$ cat config.mk
export PLATFORM = sky130hd
export DESIGN_NAME = calc_nport
export DESIGN_NICKNAME = d
export VERILOG_FILES = /design/src/rtl/calc_nport_pkg.sv /design/src/rtl/calc_nport_port.sv /design/src/rtl/calc_nport.sv
export SDC_FILE = /design/constraint.sdc
export NUM_CORES = 1
export LEC_CHECK = 0
export CELL_PAD_IN_SITES_DETAIL_PLACEMENT = 0
export CELL_PAD_IN_SITES_GLOBAL_PLACEMENT = 2
export CORE_ASPECT_RATIO = 0.9
export CORE_MARGIN = 8
export CORE_UTILIZATION = 34
export DETAILED_ROUTE_END_ITERATION = 10
export GPL_ROUTABILITY_DRIVEN = 0
export GPL_TIMING_DRIVEN = 0
export PLACE_DENSITY_LB_ADDON = 0.1
export SKIP_CTS_REPAIR_TIMING = 1
export SLEW_MARGIN = 20
export SYNTH_ARGS = -nofsm -noshare
export SYNTH_HDL_FRONTEND = slang
export SYNTH_SLANG_ARGS = --single-unit
$ cat constraint.sdc
create_clock -name c_clk -period 12.3 [get_ports c_clk]
set_input_delay 2.46 -clock c_clk [delete_from_list [all_inputs] [get_ports c_clk]]
set_output_delay 2.46 -clock c_clk [all_outputs]
set_load 0.005 [all_outputs]
$ cat src/rtl/calc_nport_pkg.sv
// Shared encodings for calc_nport: field widths, command/response codes and
// the per-port capture FSM state encodings.
package calc_nport_pkg;

    localparam int CMD_W  = 4;
    localparam int RESP_W = 2;

    typedef logic [CMD_W-1:0]  cmd_t;
    typedef logic [RESP_W-1:0] resp_t;

    localparam cmd_t CMD_NOP = 4'd0;
    localparam cmd_t CMD_ADD = 4'd1;
    localparam cmd_t CMD_SUB = 4'd2;
    localparam cmd_t CMD_SHL = 4'd5;
    localparam cmd_t CMD_SHR = 4'd6;

    localparam resp_t RESP_NONE = 2'd0;
    localparam resp_t RESP_OK   = 2'd1;
    localparam resp_t RESP_ERR  = 2'd2;

    localparam logic [1:0] ST_IDLE  = 2'd0;
    localparam logic [1:0] ST_OPND2 = 2'd1;
    localparam logic [1:0] ST_ARB   = 2'd2;

endpackage

$ cat src/rtl/calc_nport_port.sv
// One request port: captures command + operand1, then operand2 on the next
// cycle, and waits in ARB until the shared ALU grants it.
module calc_nport_port
    import calc_nport_pkg::*;
#(
    parameter int DATA_W = 32
) (
    input  logic              clk_i,
    input  logic              rst_i,
    input  cmd_t              cmd_i,
    input  logic [DATA_W-1:0] data_i,
    input  logic              grant_i,
    output logic [1:0]        state_o,
    output cmd_t              cmd_o,
    output logic [DATA_W-1:0] opa_o,
    output logic [DATA_W-1:0] opb_o
);

    logic [1:0]        state_q, state_d;
    cmd_t              cmd_q, cmd_d;
    logic [DATA_W-1:0] opa_q, opa_d;
    logic [DATA_W-1:0] opb_q, opb_d;

    // Commands seen outside IDLE are dropped; the operand2 cycle ignores cmd_i.
    always_comb begin
        state_d = state_q;
        cmd_d   = cmd_q;
        opa_d   = opa_q;
        opb_d   = opb_q;
        case (state_q)
            ST_IDLE: begin
                if (cmd_i != CMD_NOP) begin
                    cmd_d   = cmd_i;
                    opa_d   = data_i;
                    state_d = ST_OPND2;
                end
            end
            ST_OPND2: begin
                opb_d   = data_i;
                state_d = ST_ARB;
            end
            ST_ARB: begin
                if (grant_i) begin
                    state_d = ST_IDLE;
                end
            end
            default: state_d = ST_IDLE;
        endcase
    end

    always_ff @(posedge clk_i) begin
        if (rst_i) begin
            state_q <= ST_IDLE;
            cmd_q   <= CMD_NOP;
            opa_q   <= '0;
            opb_q   <= '0;
        end else begin
            state_q <= state_d;
            cmd_q   <= cmd_d;
            opa_q   <= opa_d;
            opb_q   <= opb_d;
        end
    end

    assign state_o = state_q;
    assign cmd_o   = cmd_q;
    assign opa_o   = opa_q;
    assign opb_o   = opb_q;

endmodule

$ cat src/rtl/calc_nport.sv
// N-port calculator: per-port capture FSMs share one round-robin arbitrated ALU.
// Define CALC_NPORT_SHIFT_EN to build the shifter for commands 5/6.
module calc_nport
    import calc_nport_pkg::*;
#(
    parameter int NUM_PORTS = 4,
    parameter int DATA_W    = 32
) (
    input  logic                          c_clk,
    input  logic                          reset,
    input  logic [NUM_PORTS*CMD_W-1:0]    req_cmd_in,
    input  logic [NUM_PORTS*DATA_W-1:0]   req_data_in,
    output logic [NUM_PORTS*RESP_W-1:0]   out_resp,
    output logic [NUM_PORTS*DATA_W-1:0]   out_data
);

    localparam int PTR_W = (NUM_PORTS > 1) ? $clog2(NUM_PORTS) : 1;
`ifdef CALC_NPORT_SHIFT_EN
    localparam int SHW = $clog2(DATA_W);
`endif

    logic [1:0]        port_state [NUM_PORTS];
    cmd_t              port_cmd   [NUM_PORTS];
    logic [DATA_W-1:0] port_opa   [NUM_PORTS];
    logic [DATA_W-1:0] port_opb   [NUM_PORTS];
    logic [NUM_PORTS-1:0] req_vec;
    logic [NUM_PORTS-1:0] gnt_vec;

    logic             gnt_found;
    logic [PTR_W-1:0] gnt_idx;
    logic [PTR_W-1:0] ptr_q, ptr_d;

    cmd_t              sel_cmd;
    logic [DATA_W-1:0] sel_a, sel_b;
    logic [DATA_W:0]   sum_w;
    resp_t             alu_resp;
    logic [DATA_W-1:0] alu_data;

    logic [NUM_PORTS-1:0][RESP_W-1:0] resp_q, resp_d;
    logic [NUM_PORTS-1:0][DATA_W-1:0] data_q, data_d;

    function automatic logic [PTR_W-1:0] rr_idx(input logic [PTR_W-1:0] base, input int off);
        int s;
        s = int'(base) + off;
        if (s >= NUM_PORTS) begin
            s = s - NUM_PORTS;
        end
        return s[PTR_W-1:0];
    endfunction

    for (genvar p = 0; p < NUM_PORTS; p++) begin : g_port
        calc_nport_port #(
            .DATA_W (DATA_W)
        ) u_port (
            .clk_i   (c_clk),
            .rst_i   (reset),
            .cmd_i   (req_cmd_in[p*CMD_W +: CMD_W]),
            .data_i  (req_data_in[p*DATA_W +: DATA_W]),
            .grant_i (gnt_vec[p]),
            .state_o (port_state[p]),
            .cmd_o   (port_cmd[p]),
            .opa_o   (port_opa[p]),
            .opb_o   (port_opb[p])
        );

        assign req_vec[p] = (port_state[p] == ST_ARB);
        assign gnt_vec[p] = gnt_found && (gnt_idx == PTR_W'(p));
    end

    // Scan from the highest offset down so the request closest to ptr_q wins.
    always_comb begin
        gnt_found = 1'b0;
        gnt_idx   = ptr_q;
        for (int i = NUM_PORTS - 1; i >= 0; i--) begin
            if (req_vec[rr_idx(ptr_q, i)]) begin
                gnt_found = 1'b1;
                gnt_idx   = rr_idx(ptr_q, i);
            end
        end
    end

    assign ptr_d = gnt_found ? rr_idx(gnt_idx, 1) : ptr_q;

    assign sel_cmd = port_cmd[gnt_idx];
    assign sel_a   = port_opa[gnt_idx];
    assign sel_b   = port_opb[gnt_idx];
    assign sum_w   = {1'b0, sel_a} + {1'b0, sel_b};

    // Anything not explicitly handled reports error with zero data.
    always_comb begin
        alu_resp = RESP_ERR;
        alu_data = '0;
        case (sel_cmd)
            CMD_ADD: begin
                if (!sum_w[DATA_W]) begin
                    alu_resp = RESP_OK;
                    alu_data = sum_w[DATA_W-1:0];
                end
            end
            CMD_SUB: begin
                if (sel_b <= sel_a) begin
                    alu_resp = RESP_OK;
                    alu_data = sel_a - sel_b;
                end
            end
`ifdef CALC_NPORT_SHIFT_EN
            CMD_SHL: begin
                alu_resp = RESP_OK;
                alu_data = sel_a << sel_b[SHW-1:0];
            end
            CMD_SHR: begin
                alu_resp = RESP_OK;
                alu_data = sel_a >> sel_b[SHW-1:0];
            end
`endif
            default: begin
                alu_resp = RESP_ERR;
                alu_data = '0;
            end
        endcase
    end

    always_comb begin
        resp_d = '0;
        data_d = '0;
        if (gnt_found) begin
            resp_d[gnt_idx] = alu_resp;
            data_d[gnt_idx] = alu_data;
        end
    end

    always_ff @(posedge c_clk) begin
        if (reset) begin
            resp_q <= '0;
            data_q <= '0;
            ptr_q  <= '0;
        end else begin
            resp_q <= resp_d;
            data_q <= data_d;
            ptr_q  <= ptr_d;
        end
    end

    assign out_resp = resp_q;
    assign out_data = data_q;

endmodule

==> qor.csv, run 1 <==
stage,metric,value,unit
grt,global routing usage summed across all routing layers,0.2628,
worst_setup_path,Critical Path Source Type,flop,
cts,H-tree levels,2,
sta,final count of hold timing violations,0,
synth,netlist area before placement,20880,um^2
cts,CTS sink count,418,
power_and_ir_drop,switching share of total power,0.5209,
power_and_ir_drop,Clk pwr share,0.157,
sta,time the final worst path needs with I/O delays and setup,8.337,ns
power_and_ir_drop,"sum of internal, switching and leakage power",8.776,mW
power_and_ir_drop,register share of total power,0.197,
cts,insertion delay of the later-clocked pin in the worst-skew pair,0.60,ns
synth,number of nets in the synthesized netlist,3033,
route,sum of routed wire length over all layers,96.09,mm
sta,headroom to the max-slew limit,0.2248,
power_and_ir_drop,leakage dissipation,9.888,nW
power_and_ir_drop,switching power,4.571,mW
cts,clk slew on worst S/H paths,0.06,ns
synth,top-count cell post-synth,sky130_fd_sc_hd__nand2_1,
synth,leading register cell type out of synthesis,sky130_fd_sc_hd__dfxtp_1,
worst_setup_path,CP most frequent cell,sky130_fd_sc_hd__clkbuf_1,
place,port buffer count,281,
worst_setup_path,Crit Path Max Fanout,10,
floorplan,initial cell density of the core,0.3422,
sta,Setup TNS,0,ns
sta,setup violators final,0,
synth,area share of the largest cell type after synthesis,0.4008,
synth,number of standard cells after synthesis,2817,
grt,maximum number of pins on one net before global-route repair,16,
synth,most frequent cells after synthesis,"sky130_fd_sc_hd__nand2_1 (834), sky130_fd_sc_hd__dfxtp_1 (418), sky130_fd_sc_hd__a21oi_1 (368)",
flow_run,Max-Cap Viols,0,
worst_setup_path,CP top delay family,compound AO/OA/AOI/OAI gates,
route,post-route antenna net violation count,0,
worst_setup_path,critical path endpoint category,flop,
synth,average footprint of a synthesized cell,7.412,um^2
synth,largest area contributor in the synthesized netlist,sky130_fd_sc_hd__dfxtp_1,
route,routed via count divided by cell count,5.713,
worst_setup_path,Setup Crit Path Kind,flop to flop,
synth,leading post-synthesis cells by cell area,"sky130_fd_sc_hd__dfxtp_1 (40%), sky130_fd_sc_hd__nand2_1 (15%), sky130_fd_sc_hd__a21oi_1 (8.8%)",
grt,vias in the first global route,21590,
outcome,status,"finished, final reports clean",
sta,final worst clock skew,0.01966,ns
synth,sequential fraction of the synthesis area,0.4008,
route,Remaining DRCs,0,
grt,global-route wire length before repair,139.5,mm
final_layout,"Area growth, synth to finish",25.33,%
sta,final period utilization,0.6778,
floorplan,Total Die Area,69610,um^2
floorplan,die height,251.1,um
floorplan,horizontal extent of the die,277.2,um
final_layout,number of nets in the final layout,3362,
place,half-perimeter wire length of the detailed placement result,76.24,mm
power_and_ir_drop,worst supply voltage drop on vdd,168.9,uV
cts,buffer depth of the longest clock path,3,
floorplan,std cell rows,86,
synth,yosys synthesis warning count,0,
worst_setup_path,required arrival time at the worst endpoint,12.79,ns
floorplan,io pins,282,
min_path,path class of the lowest-slack min-delay path,flop to flop,
cts,Root Buffer Master,sky130_fd_sc_hd__clkbuf_16,
worst_setup_path,worst endpoint data arrival time,8.83,ns
grt,number of antenna violations at the first check in global routing,0,
worst_setup_path,number of buffers and inverters on the critical path,7,
cts,total clock buffers created by CTS,46,
power_and_ir_drop,total power density per cell area,335.4,nW/um^2
worst_setup_path,Critical-path top delay cell,sky130_fd_sc_hd__clkbuf_1,
route,number of vias after detailed routing,22690,
floorplan,standard cell core area,61010,um^2
power_and_ir_drop,Int Power,4.205,mW
synth,post-synthesis async set-or-reset flop share,0,
worst_setup_path,critical-path cell list,"nor2b_1, nor3_1, o41ai_4, inv_2, clkbuf_1, clkbuf_1, buf_1, nand2_1, a31oi_1, ha_1, fa_1, buf_2, a211oi_2, o211ai_1, a211oi_2, o211ai_1, a22oi_1, nand4_1, buf_2, nor2_2, clkbuf_1, a221oi_1, nor2_1",
route,initial drt markers,2440,
sta,Final Max Slew Viols,0,
synth,number of distinct library cells after synthesis,74,
route,post-DR wirelength/cell,24.20,um
synth,post-synthesis register bit count,418,
worst_setup_path,Crit path largest cell delay,0.79,ns
sta,setup repair after global routing missed its margin,no,
cts,CTS tree,yes,
synth,number of enable-type register cells in the synthesized netlist,0,
final_layout,fraction of layout instances using a drive strength above 1,0.04185,
sta,measured slew at the worst slew-check pin,1.154,ns
sta,f_max,119.9,MHz
grt,overall overflow remaining after global route,0,
power_and_ir_drop,fraction of power consumed by combinational cells,0.646,
route,Pre-Repair DR Iteration Count,6,
## final timing paths
path                          startpoint                   endpoint  slack [ns]  cells past startpoint
max          g_port[2].u_port.state_o[1]               out_data[23]        3.96                     23
min            g_port[2].u_port.opb_o[3]  g_port[2].u_port.opb_o[3]        0.45                      2
max reg2reg  g_port[2].u_port.state_o[1]               out_data[23]        3.96                     23
min reg2reg    g_port[2].u_port.opb_o[3]  g_port[2].u_port.opb_o[3]        0.45                      2
## metrics by stage
| step | setup WS, ns | area (um^2) | std cells | hold WS, ns | utilization |
|---|---|---|---|---|---|
| final | 3.963 | 26170 | 3971 | 0.4544 | 0.4289 |
| after floorplan | 6.995 | 20880 | 2817 | 0.4357 | - |
| after global placement | 4.286 | 24680 | 3890 | 0.4410 | 0.4046 |
| after CTS | 4.171 | 26160 | 3970 | 0.4547 | 0.4288 |
| after detailed placement | 4.206 | 24680 | 3890 | 0.4467 | 0.4046 |
| after global routing | 3.576 | 26170 | 3970 | 0.4693 | 0.4289 |
## state kept, by name, summed over array words and instances (netlist names)
signal	cells
g_port.u_port.opa_o	128
out_data	128
g_port.u_port.cmd_o	16
g_port.u_port.opb_o	128
ptr_q	2
out_resp	8
g_port.u_port.state_o	8
## placed cells by master, fill, tap and decap left out, types with 6 or more instances in the layout
master and n:
sky130_fd_sc_hd__clkinv_2 7, sky130_fd_sc_hd__o32a_1 7, sky130_fd_sc_hd__nor3_1 31, sky130_fd_sc_hd__nand2b_1 20
sky130_fd_sc_hd__nand3_1 73, sky130_fd_sc_hd__or2_2 10, sky130_fd_sc_hd__clkbuf_1 174, sky130_fd_sc_hd__and2_1 41
sky130_fd_sc_hd__inv_1 63, sky130_fd_sc_hd__nor2_1 159, sky130_fd_sc_hd__a21oi_1 368, sky130_fd_sc_hd__and3_1 35
sky130_fd_sc_hd__dfxtp_1 418, sky130_fd_sc_hd__buf_1 16, sky130_fd_sc_hd__clkdlybuf4s50_1 281, sky130_fd_sc_hd__a221oi_1 160
sky130_fd_sc_hd__clkbuf_16 46, sky130_fd_sc_hd__o211ai_1 6, sky130_fd_sc_hd__nor4_1 13, sky130_fd_sc_hd__nor2b_1 17
sky130_fd_sc_hd__o21ai_0 35, sky130_fd_sc_hd__nand2_1 834, sky130_fd_sc_hd__buf_4 7, sky130_fd_sc_hd__buf_2 28
sky130_fd_sc_hd__a31oi_1 35, sky130_fd_sc_hd__o21a_1 7, sky130_fd_sc_hd__ha_1 68, sky130_fd_sc_hd__clkbuf_8 10
sky130_fd_sc_hd__a21o_1 28, sky130_fd_sc_hd__a22oi_1 34, sky130_fd_sc_hd__a2bb2oi_1 8, sky130_fd_sc_hd__o21bai_1 8
sky130_fd_sc_hd__o31ai_1 8, sky130_fd_sc_hd__o22ai_1 10
## cell families after synthesis
family | after synthesis | synth area share
AND/OR/NAND/NOR | 1259 | 0.2532
buffers and inverters | 283 | 0.05381
XOR/XNOR | 5 | 0.002097
flip-flops | 418 | 0.4008
multiplexers | 4 | 0.001918
AO/OA/AOI/OAI | 778 | 0.2456
adder cells (fa/ha/maj) | 70 | 0.04267
## per-layer routing
layer / vias up / part of all wire / global-route usage
li1: 10480 / - / -
met1: 10790 / 0.45 / 0.3686
met2: 1244 / 0.42 / 0.4011
met3: 169 / 0.10 / 0.05682
met4: 0 / 0.029 / 0.08008
met5: - / 0 / 0
## power groups by stage
stage	logic (mW)	registers (mW)	clock network, mW
after CTS	5.52	1.73	1.40
after global placement	5.43	1.76	0
final	5.67	1.73	1.37
after floorplan	3.43	1.75	0
after global routing	6.09	1.76	1.45
after detailed placement	5.50	1.76	0
## cell type report
class / instances / area (um^2)
timing repair buffer: 281 / 2813
clock buffer: 63 / 1315
tap: 792 / 991.0
inverter: 65 / 244.0
sequential: 418 / 8368
clock inverter: 17 / 162.7
buffer: 218 / 879.6
multi-input combinational: 2116 / 11390
fill: 6278 / 34840
antenna: 1 / 2.502
## worst reg2reg max path, stage by stage (launching register included)
cell and delay (ns):
sky130_fd_sc_hd__dfxtp_1 0.41, sky130_fd_sc_hd__nor2b_1 0.23, sky130_fd_sc_hd__nor3_1 0.10, sky130_fd_sc_hd__o41ai_4 0.69, sky130_fd_sc_hd__inv_2 0.30, sky130_fd_sc_hd__clkbuf_1 0.34, sky130_fd_sc_hd__clkbuf_1 0.34, sky130_fd_sc_hd__buf_1 0.46
sky130_fd_sc_hd__nand2_1 0.19, sky130_fd_sc_hd__a31oi_1 0.17, sky130_fd_sc_hd__ha_1 0.36, sky130_fd_sc_hd__fa_1 0.38, sky130_fd_sc_hd__buf_2 0.21, sky130_fd_sc_hd__a211oi_2 0.33, sky130_fd_sc_hd__o211ai_1 0.28, sky130_fd_sc_hd__a211oi_2 0.61
sky130_fd_sc_hd__o211ai_1 0.54, sky130_fd_sc_hd__a22oi_1 0.39, sky130_fd_sc_hd__nand4_1 0.21, sky130_fd_sc_hd__buf_2 0.29, sky130_fd_sc_hd__nor2_2 0.18, sky130_fd_sc_hd__clkbuf_1 0.79, sky130_fd_sc_hd__a221oi_1 0.18, sky130_fd_sc_hd__nor2_1 0.25
No activity file was read; power rests on OpenSTA's default activity.
==> inputs of run 2 (changes only) <==
CORE_UTILIZATION = 32   (was 34)
clock period = 8.55 ns   (was 12.3 ns; I/O delays follow)
==> qor.csv, run 2 (synthesized netlist as in run 1, its figures left out) <==
stage,metric,value,unit,change
sta,final count of hold timing violations,0,,unchanged
cts,buffer depth of the longest clock path,3,,unchanged
floorplan,horizontal extent of the die,285.3,um,was 277.2 um
power_and_ir_drop,switching power,6.610,mW,was 4.571 mW
floorplan,Total Die Area,73690,um^2,was 69610 um^2
route,initial drt markers,2501,,was 2440
final_layout,Filler Cell Count,6897,,was 6278
cts,CTS tree,yes,,unchanged
cts,clk slew on worst S/H paths,0.06,ns,about the same
grt,overall overflow remaining after global route,0,,unchanged
final_layout,"commonest cells after routing, fill and taps aside","sky130_fd_sc_hd__nand2_1 (834), sky130_fd_sc_hd__dfxtp_1 (418), sky130_fd_sc_hd__a21oi_1 (368), sky130_fd_sc_hd__clkdlybuf4s50_1 (281), sky130_fd_sc_hd__clkbuf_1 (178)",,"was sky130_fd_sc_hd__nand2_1 (834), sky130_fd_sc_hd__dfxtp_1 (418), sky130_fd_sc_hd__a21oi_1 (368), sky130_fd_sc_hd__clkdlybuf4s50_1 (281), sky130_fd_sc_hd__clkbuf_1 (174)"
route,routed via count divided by cell count,5.622,,was 5.713
outcome,status,"finished, final reports clean",,unchanged
place,placed cell area,24770,um^2,was 24680 um^2
power_and_ir_drop,"sum of internal, switching and leakage power",12.83,mW,was 8.776 mW
flow_run,Max-Cap Viols,0,,unchanged
final_layout,fin cells,4048,,was 3971
power_and_ir_drop,worst supply voltage drop on vdd,225.8,uV,was 168.9 uV
place,port buffer count,281,,unchanged
sta,Final Max Slew Viols,0,,unchanged
grt,number of antenna violations at the first check in global routing,1,,was 0
route,sum of routed wire length over all layers,97.48,mm,was 96.09 mm
worst_setup_path,required arrival time at the worst endpoint,9.06,ns,was 12.79 ns
place,half-perimeter wire length of the detailed placement result,78.11,mm,was 76.24 mm
power_and_ir_drop,fraction of power consumed by combinational cells,0.639,,was 0.646
worst_setup_path,Critical Path Source Type,flop,,unchanged
final_layout,Sequential Area,8368,um^2,unchanged
power_and_ir_drop,Int Power,6.222,mW,was 4.205 mW
floorplan,standard cell core area,65030,um^2,was 61010 um^2
floorplan,initial cell density of the core,0.3211,,was 0.3422
cts,CTS sink count,418,,unchanged
worst_setup_path,worst endpoint data arrival time,8.60,ns,was 8.83 ns
min_path,path class of the lowest-slack min-delay path,flop to flop,,unchanged
floorplan,die height,258.3,um,was 251.1 um
worst_setup_path,Crit path largest cell delay,0.65,ns,was 0.79 ns
sta,setup repair after global routing missed its margin,no,,unchanged
sta,setup violators final,0,,unchanged
power_and_ir_drop,leakage dissipation,9.972,nW,was 9.888 nW
place,Cell Count Post-Placement,3962,,was 3890
worst_setup_path,Setup Crit Path Kind,flop to flop,,unchanged
cts,Root Buffer Master,sky130_fd_sc_hd__clkbuf_16,,unchanged
worst_setup_path,critical path endpoint category,flop,,unchanged
grt,vias in the first global route,21370,,was 21.59k
worst_setup_path,Critical-path top delay cell,sky130_fd_sc_hd__buf_1,,was sky130_fd_sc_hd__clkbuf_1
route,Pre-Repair DR Iteration Count,8,,was 6
cts,insertion delay of the later-clocked pin in the worst-skew pair,0.60,ns,about the same
grt,maximum number of pins on one net before global-route repair,15,,was 16
route,post-route antenna net violation count,0,,unchanged
sta,measured slew at the worst slew-check pin,1.352,ns,was 1.154 ns
final_layout,combined area of the multi-input logic cells,11390,um^2,about the same
final_layout,number of nets in the final layout,3364,,was 3362
final_layout,Final Cell Area,26420,um^2,was 26170 um^2
route,number of vias after detailed routing,22760,,was 22.69k
power_and_ir_drop,register share of total power,0.194,,was 0.197
sta,time the final worst path needs with I/O delays and setup,8.092,ns,was 8.337 ns
final_layout,fraction of layout instances using a drive strength above 1,0.04210,,was 0.04185
sta,Setup TNS,0,ns,unchanged
cts,H-tree levels,2,,unchanged
route,Remaining DRCs,0,,unchanged
sta,headroom to the max-slew limit,0.09312,,was 0.2248
floorplan,io pins,282,,unchanged
worst_setup_path,Crit Path Max Fanout,10,,unchanged
worst_setup_path,CP most frequent cell,sky130_fd_sc_hd__buf_2,,was sky130_fd_sc_hd__clkbuf_1
sta,final period utilization,0.9464,,was 0.6778
final_layout,"Area growth, synth to finish",26.55,%,was 25.33%
power_and_ir_drop,total power density per cell area,485.6,nW/um^2,was 335.4 nW/um^2
final_layout,"most common cell after layout, fill and taps aside",sky130_fd_sc_hd__nand2_1,,unchanged
route,post-DR wirelength/cell,24.08,um,was 24.20 um
sta,f_max,123.6,MHz,was 119.9 MHz
power_and_ir_drop,Clk pwr share,0.167,,was 0.157
grt,global routing usage summed across all routing layers,0.2513,,was 0.2628
sta,final worst clock skew,0.02241,ns,was 0.01966 ns
grt,global-route wire length before repair,141.0,mm,was 139.5 mm
cts,total clock buffers created by CTS,46,,unchanged
floorplan,std cell rows,89,,was 86
power_and_ir_drop,switching share of total power,0.5151,,was 0.5209
worst_setup_path,critical-path cell list,"and2b_2, o21ai_0, o41ai_4, inv_2, clkbuf_1, clkbuf_1, buf_1, nand2_1, a31oi_1, fa_1, nor2b_1, o221ai_1, a211o_1, o211a_1, a21oi_1, o31ai_1, buf_2, nor3_1, buf_2, buf_2, a221oi_1, nor2_1",,"was nor2b_1, nor3_1, o41ai_4, inv_2, clkbuf_1, clkbuf_1, buf_1, nand2_1, a31oi_1, ha_1, fa_1, buf_2, a211oi_2, o211ai_1, a211oi_2, o211ai_1, a22oi_1, nand4_1, buf_2, nor2_2, clkbuf_1, a221oi_1, nor2_1"
run 2: layout make-up:
cell class                 count  share of cell area
multi-input combinational   2116              0.4310
sequential                   418              0.3167
timing repair buffer         283              0.1070
clock buffer                  68             0.05090
tap                          864             0.04091
buffer                       218             0.03362
clock inverter                15             0.01056
inverter                      65            0.009233
antenna                        1          0.00009470
run 2: final timing paths:
check / depth (start not counted) / startpoint / slack, ns / to
min: 2 / g_port[0].u_port.opb_o[16] / 0.45 / g_port[0].u_port.opb_o[16]
max reg2reg: 22 / g_port[3].u_port.state_o[0] / 0.46 / out_data[84]
min reg2reg: 2 / g_port[0].u_port.opb_o[16] / 0.45 / g_port[0].u_port.opb_o[16]
max: 22 / g_port[3].u_port.state_o[0] / 0.46 / out_data[84]
run 2: routing by layer:
metal | GRT usage | wire, um | vias up
met2 | 0.3963 | 42850 | 1115
met1 | 0.3566 | 43790 | 11020
li1 | - | - | 10460
met3 | 0.04238 | 8633 | 158
met5 | 0 | 0 | -
met4 | 0.05784 | 2206 | 0
run 2: worst max-delay path: cells and delay by family, from the launching register on:
kind,cells,cell delay (ns)
AO/OA/AOI/OAI,9,3.01
flip-flops,1,0.38
AND/OR/NAND/NOR,5,1.11
buffers and inverters,7,2.92
adder cells (fa/ha/maj),1,0.54
run 2: through the flow:
stage	utilization	hold slack, ns	setup slack, ns
2_1_floorplan	-	0.4357	3.245
3_3_place_gp	0.3809	0.4410	0.4582
3_5_place_dp	0.3809	0.4465	0.3334
4_1_cts	0.4059	0.4547	0.2857
5_1_grt	0.4063	0.4707	0.06340
6_report	0.4063	0.4547	0.4582
run 2: power groups by stage:
stage | sequential (mW) | clock [mW] | combinational (mW)
CTS | 2.50 | 2.18 | 8.03
finish | 2.49 | 2.14 | 8.20
detailed placement | 2.54 | 0 | 7.99
floorplan | 2.52 | 0 | 4.94
global placement | 2.53 | 0 | 7.89
global route | 2.53 | 2.26 | 8.82
